==> src/rtl/fifo_rd_pkg.sv <==
// fifo_rd_pkg
//   Shared definitions for the FIFO read-side stream adapter:
//   - occ_t      : occupancy state of the two-entry output buffer
//   - OCC_MAX    : buffer capacity in words
//   - PKT_LEN_DEFAULT : default beats per packet for m_last generation
//   - occ_count(): occupancy state -> number of buffered words
package fifo_rd_pkg;

    typedef enum logic [1:0] {
        OCC_EMPTY = 2'd0,
        OCC_ONE   = 2'd1,
        OCC_TWO   = 2'd2
    } occ_t;

    localparam int OCC_MAX         = 2;
    localparam int PKT_LEN_DEFAULT = 4;

    function automatic logic [1:0] occ_count(input occ_t occ);
        case (occ)
            OCC_ONE: occ_count = 2'd1;
            OCC_TWO: occ_count = 2'd2;
            default: occ_count = 2'd0;
        endcase
    endfunction

endpackage

==> src/rtl/fifo_rd_skid.sv <==
// fifo_rd_skid
//   Two-entry head/tail buffer that absorbs the FIFO's read latency.
//   Ports:
//     clk, rst_n : clock, asynchronous active-low reset
//     capture    : write wr_data into the buffer tail this edge
//     pop        : head word consumed downstream this edge
//     wr_data    : word arriving from the FIFO
//     head       : oldest buffered word (registered)
//     valid      : buffer holds at least one word
//     occ        : occupancy state (EMPTY / ONE / TWO)
module fifo_rd_skid
    import fifo_rd_pkg::*;
#(
    parameter int DATA_WIDTH = 8
) (
    input  logic                  clk,
    input  logic                  rst_n,
    input  logic                  capture,
    input  logic                  pop,
    input  logic [DATA_WIDTH-1:0] wr_data,
    output logic [DATA_WIDTH-1:0] head,
    output logic                  valid,
    output occ_t                  occ
);

    occ_t                  state;
    occ_t                  state_nx;
    logic [DATA_WIDTH-1:0] tail;

    always_comb begin
        // NOTE: default first so every path assigns state_nx; no latch is inferred.
        state_nx = state;
        case (state)
            OCC_EMPTY: if (capture)         state_nx = OCC_ONE;
            OCC_ONE:   if (capture && !pop) state_nx = OCC_TWO;
                       else if (!capture && pop) state_nx = OCC_EMPTY;
            OCC_TWO:   if (pop && !capture) state_nx = OCC_ONE;
            default:   state_nx = OCC_EMPTY;
        endcase
    end

    always_ff @(posedge clk or negedge rst_n) begin
        if (!rst_n) begin
            state <= OCC_EMPTY;
            // NOTE: data registers are reset too, because head drives m_data, which must read 0 out of reset.
            head  <= '0;
            tail  <= '0;
        end else begin
            // NOTE: non-blocking assignments so head/tail all update from pre-edge values.
            state <= state_nx;
            case (state)
                OCC_EMPTY: begin
                    if (capture) head <= wr_data;
                end
                OCC_ONE: begin
                    // With a pop the new word goes straight to the head; otherwise it queues behind it.
                    if (capture && pop)  head <= wr_data;
                    if (capture && !pop) tail <= wr_data;
                end
                OCC_TWO: begin
                    if (pop) head <= tail;
                    if (capture) tail <= wr_data;
                end
                default: ;
            endcase
        end
    end

    assign valid = (state != OCC_EMPTY);
    assign occ   = state;

    // Credit logic upstream must never deliver a third word.
    assert property (@(posedge clk) disable iff (!rst_n)
        !(state == OCC_TWO && capture && !pop));

endmodule

==> src/rtl/fifo_rd_stream.sv <==
// fifo_rd_stream
//   Drains a synchronous FIFO (one-cycle read latency) and presents the words
//   as a valid/ready stream, buffering up to two words so none are lost under
//   backpressure.
//   Ports:
//     clk, rst_n    : clock, asynchronous active-low reset
//     fifo_empty    : FIFO empty flag
//     fifo_rd_en    : FIFO read strobe (combinational)
//     fifo_rd_data  : FIFO read data, valid the cycle after an accepted read
//     m_valid/m_data/m_last/m_ready : output stream
//   Build option:
//     FIFO_RD_LAST_EN defined   -> beat counter drives m_last every PKT_LEN beats
//     FIFO_RD_LAST_EN undefined -> m_last tied to 0, PKT_LEN/CNT_WIDTH unused
module fifo_rd_stream
    import fifo_rd_pkg::*;
#(
    parameter int DATA_WIDTH = 8,
    parameter int PKT_LEN    = PKT_LEN_DEFAULT,
    parameter int CNT_WIDTH  = 8
) (
    input  logic                  clk,
    input  logic                  rst_n,
    input  logic                  fifo_empty,
    output logic                  fifo_rd_en,
    input  logic [DATA_WIDTH-1:0] fifo_rd_data,
    output logic                  m_valid,
    output logic [DATA_WIDTH-1:0] m_data,
    output logic                  m_last,
    input  logic                  m_ready
);

    logic       inflight;
    logic       pop;
    occ_t       occ;
    logic [2:0] level;

    assign pop = m_valid & m_ready;

    // Words already committed to the buffer: held plus the one arriving next edge.
    // A read is allowed if, after this cycle's pop, that total stays below capacity.
    assign level      = {1'b0, occ_count(occ)} + {2'b00, inflight};
    assign fifo_rd_en = rst_n & ~fifo_empty & (level < (3'(OCC_MAX) + {2'b00, pop}));

    always_ff @(posedge clk or negedge rst_n) begin
        if (!rst_n) inflight <= 1'b0;
        else        inflight <= fifo_rd_en;
    end

    fifo_rd_skid #(
        .DATA_WIDTH (DATA_WIDTH)
    ) u_skid (
        .clk     (clk),
        .rst_n   (rst_n),
        .capture (inflight),
        .pop     (pop),
        .wr_data (fifo_rd_data),
        .head    (m_data),
        .valid   (m_valid),
        .occ     (occ)
    );

`ifdef FIFO_RD_LAST_EN
    logic [CNT_WIDTH-1:0] beat_cnt;

    always_ff @(posedge clk or negedge rst_n) begin
        if (!rst_n) begin
            beat_cnt <= '0;
        end else if (pop) begin
            if (beat_cnt == CNT_WIDTH'(PKT_LEN - 1)) beat_cnt <= '0;
            else                                     beat_cnt <= beat_cnt + 1'b1;
        end
    end

    assign m_last = m_valid & (beat_cnt == CNT_WIDTH'(PKT_LEN - 1));
`else
    logic [CNT_WIDTH-1:0] unused_pkt_len;
    assign unused_pkt_len = CNT_WIDTH'(PKT_LEN);
    assign m_last         = 1'b0;
`endif

endmodule

==> config.mk <==
export PLATFORM = sky130hd
export DESIGN_NAME = fifo_rd_stream
export DESIGN_NICKNAME = d
export VERILOG_FILES = /design/src/rtl/fifo_rd_pkg.sv /design/src/rtl/fifo_rd_skid.sv /design/src/rtl/fifo_rd_stream.sv
export SDC_FILE = /design/constraint.sdc
export NUM_CORES = 1
export LEC_CHECK = 0
export CAP_MARGIN = 20
export CORE_MARGIN = 2
export CORE_UTILIZATION = 40
export CTS_CLUSTER_SIZE = 14
export DETAILED_ROUTE_END_ITERATION = 7
export PLACE_DENSITY = 0.66
export SYNTH_ARGS = -nofsm -noshare
export SYNTH_HDL_FRONTEND = slang
export SYNTH_SLANG_ARGS = --single-unit
==> constraint.sdc <==
create_clock -name clk -period 4 [get_ports clk]
set_clock_uncertainty 0.2 [all_clocks]
set_input_delay 0.6 -clock clk [delete_from_list [all_inputs] [get_ports clk]]
set_output_delay 0.6 -clock clk [all_outputs]
set_load 0.02 [all_outputs]
# After elaboration in Yosys (flattened, before gate mapping)
# Cells that the tools add are included.
# classes
addsub,2
n_lt_le_gt_ge,1
n_eq_ne,9
n_mux,12
n_bitwise,4
reduce_logical,12
# ops
cell,n
$mux 8,4
$pmux 8 s3,1
$pmux 8 s2,1
$mux 2,4
$ne 2x1->1 const B,3
$ne 2x2->1 const B,3
$pmux 2 s3,1
$reduce_and 3->1,2
$pmux 2 s2,1
$reduce_and 4->1,1
$reduce_bool 2->1,2
$add 2x1->3,1
$add 2x1->3 const A,1
$and 1x1->1,3
$logic_and 1x1->1,3
$lt 3x3->1,1
$ne 3x1->1 const B,1
$reduce_bool 3->1,1
$eq 2x1->1 const B,1
$eq 2x2->1 const B,1
$logic_not 1->1,2
$logic_not 2->1,1
$not 1->1,1
# word_totals
reg_bits,19
out_inout_bits,11
elab_cells,44

# Logic depth before layout (Yosys ltp)
# Gate-level depths: netlist (run 1).
# logic_depth
ltp_word,6
depth_mapped,7
ltp_nobuf,5

# By module
# Synthesis (run 1) repeated with hierarchy kept, for this count alone.
# hier_totals
hier_cells,72
hier_area_um2,952.2
# modules_own_cells
module,n_inst,cells_each,area_each_um2,seq_area_each_um2
fifo_rd_skid,1,61,845.8,450.4
fifo_rd_stream,1,11,106.4,25.0

# Worst setup path before layout (run 1)
# No wires, ideal clock.
# synth_timing
path_type,register to output
from,"register u_skid.state[1], in the netlist u_skid.occ[1]"
to,output port fifo_rd_en
t_arrival_ns,1.476
t_required_ns,3.200
path_slack_ns,1.724
path_stages_with_launch,8
n_path_buf,2
path_cell_list,dfrtp_1 > buf_6 > nor2b_2 > buf_6 > ha_1 > nor2_1 > nand2_1 > a21oi_1
# synth_via
elab_chain_len,5
word_cells_on_any_way,9
classes_between,add/sub (2); order compare (1); eq/ne (2); mux (1); bitwise (2); reduce/logical (1)
# synth_rtl
element,line_no,source
from (decl),fifo_rd_skid.sv:26,occ_t state;
from (signal assigned),fifo_rd_skid.sv:50,state <= state_nx;
$eq 2x2->1 (tied with other cells),fifo_rd_pkg.sv:19,case (occ)
$pmux 2 s2 / $and 1x1->1 (equally long branches),"fifo_rd_pkg.sv:19, fifo_rd_stream.sv:37",
"$add 2x1->3, on equally long branches","fifo_rd_stream.sv:41, fifo_rd_stream.sv:42",
$lt 3x3->1 (*),fifo_rd_stream.sv:42,"assign fifo_rd_en = rst_n & ~fifo_empty & (level < (3'(OCC_MAX) + {2'b00, pop}));"
$and 1x1->1 (*),fifo_rd_stream.sv:42,
to (decl),fifo_rd_stream.sv:24,"output logic fifo_rd_en,"
# Every way passes the cells marked *; elsewhere a longest branch is shown, timed or not.

# Final worst setup path (run 1)
# Same ends and word-level chain as after synthesis.

==> results_dict.tcl, run 1 <==
set metrics [dict create \
    status "completed" \
    rsz0062_at_grt "no" \
    antenna_found_initial 0 \
    ys_seq_area_frac 0.4640 \
    clk_latency_ns 0.29 \
    syn-mean-instance-area_um2 14.43 \
    critPathKind "flop to primary output" \
    hpwlAfterDp_um 1127 \
    core-area_um2 2455 \
    path_max_fanout 11 \
    core.rowCount 18 \
    yosysUniqueCellTypes 26 \
    drc 0 \
    start_util 0.4174 \
    power_density_nw_per_um2 578.0 \
    syn_inst 71 \
    hp-class "flop to flop" \
    drtIter0Drc 5 \
    crit_required_ns 3.20 \
    cts_sinks 19 \
    dieWidth_um 54.62 \
    final_cell_area_um2 1275 \
    hold_buffers 0 \
    worstPathCellList "nor2b_2, buf_4, ha_1, nor2_1, nand2_1, a21oi_1, clkdlybuf4s50_1" \
    cts.path.max_buffers 2 \
    drt-pass1-iter-count 3 \
    synth_flop_cell "dfrtp_1" \
    grt_pass1_vias 649 \
    clk_pin_slew_ns 0.11 \
    cp_slowest_cell "clkdlybuf4s50_1" \
    syn_area_um2 1025 \
    combPwrFrac 0.429 \
    clock-root-buffer "clkbuf_4" \
    grt_usage 0.1396 \
    setup_viol 0 \
    power.share.clock 0.129 \
    p_leak_uw 0.0005648 \
    synth_seq_cells 19 \
    period_minus_slack_ns 3.095 \
    fp.dieH_um 54.62 \
    syn_to_final_growth_pct 24.42 \
    fin_nets 107 \
    grt_pass1_wl_um 2904 \
    async_reset_ff_frac 1.000 \
    max_freq_mhz 323.1 \
    post_cts_resized 0 \
    synth-edff-count 0 \
    startpoint_type "flop" \
    grt_max_degree 20 \
    pwr-share-seq 0.441 \
    routabilityCongestion 0.6246 \
    hold_violations 0 \
    drive_gt1_frac 0.3871 \
    yosys_warnings 0 \
    wl_um 1636 \
    grt-ovfl-total 0 \
    syn_nets 84 \
    wire_per_inst_um 13.30 \
    port_buffers 21 \
    cts_setup_buffers 0 \
    final-max-slew-violation-count 0 \
    crit_path_end_kind "primary output" \
    p_int_uw 505.8 \
    final_antenna_net_count 0 \
    min_period_over_period 0.7738 \
    dp_cells 119 \
    cts-buffers-inserted 3 \
    htreeDepth 1 \
    fin_tns_setup_ns 0 \
    tritoncts "yes" \
    maxCapViolCount 0 \
    io_pins 23 \
    diodes 0 \
    fin_cells 123 \
    avgViaCountPerCell 4.862 \
    cpPeakStageDelay_ns 0.63 \
    vias 598 \
    cp.arrival_ns 2.30 \
    switching_power_uw 231.0 \
    post_dp_cell_area_um2 1247 \
    ir_drop_uv 354.0 \
    fp.dieArea_um2 2983 \
    netSwitchingFraction 0.3135 \
]
==> Yosys cell counts, types with 2 or more instances <==
cell type	instances	area, um2
nor2b_1	3	18.77
buf_6	2	22.52
a21oi_1	3	15.01
mux2_2	8	90.09
dfrtp_1	19	475.5
mux2_4	16	240.2
==> cell type report <==
class / count / area [um2]
Clock buffer: 3 / 22.52
Clock inverter: 1 / 5.005
Fill cell: 220 / 1180
Inverter: 1 / 3.754
Multi-Input combinational cell: 46 / 505.5
Sequential cell: 19 / 475.5
Tap cell: 30 / 37.54
Timing Repair Buffer: 23 / 225.2
==> logic make-up (layout without fill, tap and decap cells) <==
logic type | Yosys count | in the layout | share of synthesized area
and+or+nand+nor | 11 | 11 | 0.07571
DFF | 19 | 19 | 0.4640
adders and majority gates | 1 | 1 | 0.01221
muxes | 25 | 25 | 0.3321
AOI/OAI and AO/OA | 8 | 8 | 0.06960
buffers and inverters | 6 | 28 | 0.04272
other | 1 | 1 | 0.003659
==> worst max-delay path, delay by kind of cell, from the launching register on <==
kind | cells | cell delay (ns)
adders and majority gates | 1 | 0.21
DFF | 1 | 0.48
and+or+nand+nor | 3 | 0.32
buffers and inverters | 2 | 0.83
AOI/OAI and AO/OA | 1 | 0.15
==> power by group through the flow <==
stage,clock [uW],sequential (uW),combinational (uW)
final,95.2,325,316
after global routing,110,337,344
after CTS,100,326,321
after detailed placement,0,329,318
after global placement,0,326,315
after floorplan,0,364,163
==> cells in the final DEF, fill, tap and decap left out, drive strengths merged <==
cell,n
conb,1
a21oi,3
inv,1
and2b,1
or2,1
o22ai,1
nand2,1
o2bb2ai,1
o21ai,2
nor3b,2
and3b,1
clkbuf,3
mux2i,1
clkinv,1
clkdlybuf4s50,21
nor2,1
buf,2
nor2b,4
mux2,24
ha,1
dfrtp,19
a31o,1
==> worst paths after layout <==
| path | from | endpoint | slack (ns) | cells past startpoint |
|---|---|---|---|---|
| min in group asynchronous | rst_n | u_skid.head[6]$_DFFE_PN0P_ | 0.48 | 2 |
| max reg2reg | u_skid.occ[1]$_DFFE_PN0P_ | u_skid.tail[5]$_DFFE_PN0P_ | 2.00 | 4 |
| min | u_skid.tail[1]$_DFFE_PN0P_ | u_skid.tail[1]$_DFFE_PN0P_ | 0.32 | 1 |
| min reg2reg | u_skid.tail[1]$_DFFE_PN0P_ | u_skid.tail[1]$_DFFE_PN0P_ | 0.32 | 1 |
| max | u_skid.occ[1]$_DFFE_PN0P_ | fifo_rd_en | 0.90 | 7 |
| max in group asynchronous | rst_n | u_skid.occ[1]$_DFFE_PN0P_ | 2.92 | 2 |
==> flip-flops by register name, summed over array words and instances, names as in the netlist <==
name	count
u_skid.tail	8
u_skid.head	8
inflight	1
u_skid.occ	2
==> stage by stage <==
step	util	hold WS [ns]	total power (uW)	setup WS [ns]
finish	0.5194	0.3157	736.9	0.9046
global route	0.5194	0.3245	790.1	0.7163
CTS	0.5194	0.3202	747.0	0.8727
detailed placement	0.5082	0.2937	647.2	0.9675
global placement	0.5082	0.2877	640.9	0.9739
floorplan	-	0.1044	526.4	1.724
==> layer usage <==
layer,wire length (um),GRT usage,vias up
met5,0,0,-
met4,12,0.07500,0
met3,83,0.03552,2
met2,767,0.2202,12
met1,772,0.1739,292
li1,-,-,292
No activity file was read; power rests on OpenSTA's default activity.
==> run 2: changes to the inputs <==
- clock period: 4 -> 3.1 ns (I/O delays scaled with it)
==> results_dict.tcl, run 2 (synthesis gave the netlist of run 1 again) <==
set metrics [dict create \
    power.share.clock 0.137 \
    power_density_nw_per_um2 749.3 \
    htreeDepth 1 \
    cts_setup_buffers 0 \
    clock-root-buffer "clkbuf_4" \
    drt-pass1-iter-count 2 \
    drive_gt1_frac 0.3936 \
    dr.max_layer_used "met4" \
    fin_nets 108 \
    clk_latency_ns 0.31 \
    cp_slowest_cell "clkdlybuf4s50_1" \
    cts_sinks 19 \
    port_buffers 21 \
    crit_required_ns 2.43 \
    clk_pin_slew_ns 0.11 \
    diodes 0 \
    finalWorstSetupSlack_ns 0.2274 \
    drtIter0Drc 2 \
    hold_buffers 0 \
    grt_pass1_vias 595 \
    p_int_uw 653.9 \
    avgViaCountPerCell 5.056 \
    tritoncts "yes" \
    wl_um 1736 \
    max_freq_mhz 348.1 \
    status "completed" \
    worstPathCellList "and3b_1, ha_1, nor2_1, nand2_1, a21oi_1, clkdlybuf4s50_1" \
    hpwlAfterDp_um 1200 \
    cpPeakStageDelay_ns 0.64 \
    critPathTopFamily "buffers and inverters" \
    syn_to_final_growth_pct 25.15 \
    final_antenna_net_count 0 \
    dieWidth_um 54.62 \
    startpoint_type "flop" \
    hp-class "flop to flop" \
    period_minus_slack_ns 2.873 \
    crit_path_end_kind "primary output" \
    setup_viol 0 \
    grt_pass1_wl_um 2870 \
    drc 0 \
    pwr-share-seq 0.438 \
    final-max-slew-violation-count 0 \
    core-area_um2 2455 \
    cts-buffers-inserted 3 \
    core.rowCount 18 \
    netSwitchingFraction 0.3196 \
    cts.path.max_buffers 2 \
    min_period_over_period 0.9267 \
    fp.dieArea_um2 2983 \
    wire_per_inst_um 14.00 \
    dp_slack_ns 0.5540 \
    final_cell_mix "21 x clkdlybuf4s50_1, 19 x dfrtp_1, 16 x mux2_4, 8 x mux2_2" \
    critPathKind "flop to primary output" \
    post_cts_resized 0 \
    grt_usage 0.1430 \
    io_pins 23 \
    p_leak_uw 0.0005696 \
    layout_commonest_cell "clkdlybuf4s50_1" \
    cp.arrival_ns 2.21 \
    combPwrFrac 0.425 \
    ir_drop_uv 397.3 \
    fin_tns_setup_ns 0 \
    grt_max_degree 20 \
    maxCapViolCount 0 \
    rsz0062_at_grt "no" \
    vias 627 \
    routabilityCongestion 0.6580 \
    cp_num_buf_inv 1 \
    grt-ovfl-total 0 \
    wl_met3_um 71 \
    wl_met2_um 862 \
    wl_met1_um 771 \
    hold_violations 0 \
    path_max_fanout 9 \
    fp.dieH_um 54.62 \
    start_util 0.4174 \
    switching_power_uw 307.1 \
    antenna_found_initial 0 \
]
## run 2: worst paths after layout
kind                       cells past startpoint                    endpoint                       start  slack [ns]
setup reg to reg                               4  u_skid.tail[7]$_DFFE_PN0P_   u_skid.occ[1]$_DFFE_PN0P_        1.09
max in group asynchronous                      2  u_skid.head[1]$_DFFE_PN0P_                       rst_n        2.16
hold reg to reg                                1  u_skid.tail[0]$_DFFE_PN0P_  u_skid.tail[0]$_DFFE_PN0P_        0.32
hold / removal                                 1  u_skid.tail[0]$_DFFE_PN0P_  u_skid.tail[0]$_DFFE_PN0P_        0.32
min in group asynchronous                      2  u_skid.tail[4]$_DFFE_PN0P_                       rst_n        0.34
setup / recovery                               6                  fifo_rd_en   u_skid.occ[1]$_DFFE_PN0P_        0.23
## run 2: power by group through the flow
stage | clock, uW | sequential [uW] | combinational, uW
final | 132 | 421 | 408
after detailed placement | 0 | 425 | 413
after CTS | 138 | 420 | 415
after floorplan | 0 | 469 | 210
after global placement | 0 | 420 | 407
after global routing | 148 | 434 | 439
## run 2: layout make-up
class                      instances  area (um2)
multi-input combinational         46       505.5
sequential                        19       475.5
timing repair buffer              24       232.7
fill                             230        1172
inverter                           1       3.754
clock buffer                       3       22.52
clock inverter                     1       5.005
tap                               30       37.54
## run 2: per-stage QoR
stage            util  hold WS, ns  std cells  total power, uW  cell area (um2)
2_1_floorplan       -     -0.03059         71            679.2             1025
3_3_place_gp   0.5112       0.2878        120            827.6             1255
3_5_place_dp   0.5112       0.2909        120            837.9             1255
4_1_cts        0.5224       0.3261        124            973.5             1282
5_1_grt        0.5224       0.3430        124             1021             1282
6_report       0.5224       0.3223        124            961.0             1282
## run 2: layer usage
layer / GRT usage / up-vias
li1: - / 294
met1: 0.1858 / 315
met2: 0.2083 / 14
met3: 0.04098 / 4
met4: 0.08750 / 0
met5: 0 / -
==> run 3: changes to the inputs <==
- CORE_UTILIZATION: 40 -> 49
- PLACE_DENSITY: 0.66 -> 0.78
==> results_dict.tcl, run 3 (synthesis gave the netlist of run 1 again) <==
set metrics [dict create \
    grt_max_degree 20 \
    wire_per_inst_um 14.26 \
    routabilityCongestion 0.7576 \
    critPathKind "flop to primary output" \
    drc 0 \
    r2r-start "u_skid.occ[1]$_DFFE_PN0P_" \
    r2r_end "u_skid.tail[5]$_DFFE_PN0P_" \
    min_to "u_skid.tail[6]$_DFFE_PN0P_" \
    final_cell_mix "21 x clkdlybuf4s50_1, 19 x dfrtp_1, 16 x mux2_4, 8 x mux2_2" \
    drt-pass1-iter-count 4 \
    critPathTopFamily "buffers and inverters" \
    holdPathStages 1 \
    post_cts_resized 0 \
    p_int_uw 653.8 \
    port_buffers 21 \
    cts-buffers-inserted 3 \
    path_max_fanout 8 \
    fin_tns_setup_ns 0 \
    htreeDepth 1 \
    pwr-share-seq 0.444 \
    vias 620 \
    fp.dieArea_um2 2473 \
    fp.dieH_um 49.73 \
    combPwrFrac 0.428 \
    startpoint_type "flop" \
    fin_nets 108 \
    drive_gt1_frac 0.3936 \
    min_period_over_period 0.9064 \
    grt_pass1_vias 610 \
    final_antenna_net_count 0 \
    hold_buffers 0 \
    dp_cells 117 \
    io_pins 23 \
    cpPeakStageDelay_ns 0.63 \
    cts.path.max_buffers 2 \
    rrSetupSlack_ns 1.10 \
    rsz0062_at_grt "no" \
    clk_pin_slew_ns 0.10 \
    clk_latency_ns 0.29 \
    core-area_um2 1962 \
    fin_util 0.6518 \
    post_dp_cell_area_um2 1251 \
    power.share.clock 0.128 \
    period_minus_slack_ns 2.810 \
    status "completed" \
    hp-class "flop to flop" \
    clock-root-buffer "clkbuf_4" \
    crit_path_end_kind "primary output" \
    grt-ovfl-total 0 \
    p_leak_uw 0.0005696 \
    netSwitchingFraction 0.3154 \
    reg2reg_depth 4 \
    start_util 0.5223 \
    antenna_found_initial 0 \
    fin_cells 121 \
    diodes 0 \
    wl_um 1725 \
    dieWidth_um 49.73 \
    ir_drop_uv 326.6 \
    cp_num_buf_inv 1 \
    tritoncts "yes" \
    setup_viol 0 \
    drtIter0Drc 7 \
    cp.arrival_ns 2.14 \
    cp_slowest_cell "clkdlybuf4s50_1" \
    switching_power_uw 301.3 \
    max_freq_mhz 355.9 \
    final-max-slew-violation-count 0 \
    grt_pass1_wl_um 2953 \
    grt_usage 0.1617 \
    power_density_nw_per_um2 746.9 \
    syn_to_final_growth_pct 24.79 \
    core.rowCount 16 \
    min-delay-start "u_skid.tail[6]$_DFFE_PN0P_" \
    layout_commonest_cell "clkdlybuf4s50_1" \
    final_cell_area_um2 1279 \
    cts_setup_buffers 0 \
    avgViaCountPerCell 5.124 \
    cts_sinks 19 \
    maxCapViolCount 0 \
    hold_violations 0 \
    crit_required_ns 2.43 \
    worstPathCellList "and3b_1, ha_1, nor2_1, nand2_1, a21oi_1, clkdlybuf4s50_1" \
]
-- run 3: cell counts in the layout (fill, tap and decap cells not counted) --
Identical to the previous run, type by type.
-- run 3: metal layers --
layer | routed length, um | vias to the layer above | GRT usage
met3 | 77 | 5 | 0.02424
met5 | 0 | - | 0
met1 | 746 | 305 | 0.2067
li1 | - | 292 | -
met4 | 48 | 0 | 0.09722
met2 | 853 | 18 | 0.2578
-- run 3: final cells by class --
cell class | instances | area, um2
clock buffer | 3 | 22.52
clock inverter | 1 | 5.005
fill | 153 | 683.2
inverter | 1 | 3.754
multi-input combinational | 46 | 505.5
sequential | 19 | 475.5
tap | 27 | 33.78
timing repair buffer | 24 | 232.7
-- run 3: power by group through the flow --
stage               Clock, uW  Combinational (uW)  Sequential [uW]
CTS                       127                 415              425
detailed placement          0                 414              430
global placement            0                 404              419
floorplan                   0                 210              469
global route              139                 435              439
finish                    122                 409              424
-- run 3: worst reg2reg max path, cell delays in order, from the launching register on --
cell     delay, ns
dfrtp_1       0.48
nor2b_2       0.20
buf_4         0.20
o21ai_2       0.42
mux2_2        0.39
-- run 3: metrics by stage --
stage                     setup slack, ns  total power, uW  hold WS [ns]
after floorplan                    0.9593            679.2      -0.03059
after global placement             0.5930            823.1        0.2868
after detailed placement           0.6026            844.4        0.2986
after CTS                          0.2760            966.6        0.3230
after global routing               0.1221             1013        0.3428
final                              0.2901            955.1        0.3199
-- run 3: worst max-delay path by stage --
| stage | startpoint | end | slack [ns] | cells after the start |
|---|---|---|---|---|
| 6_report | u_skid.occ[0]$_DFFE_PN0P_ | fifo_rd_en | 0.29 | 6 |
| 5_1_grt | u_skid.occ[1]$_DFFE_PN0P_ | fifo_rd_en | 0.12 | 6 |
| 4_1_cts | u_skid.occ[0]$_DFFE_PN0P_ | fifo_rd_en | 0.28 | 6 |
| 3_5_place_dp | m_ready | fifo_rd_en | 0.60 | 4 |
| 3_3_place_gp | m_ready | fifo_rd_en | 0.59 | 4 |
| 2_1_floorplan | u_skid.occ[1]$_DFFE_PN0P_ | fifo_rd_en | 0.96 | 7 |
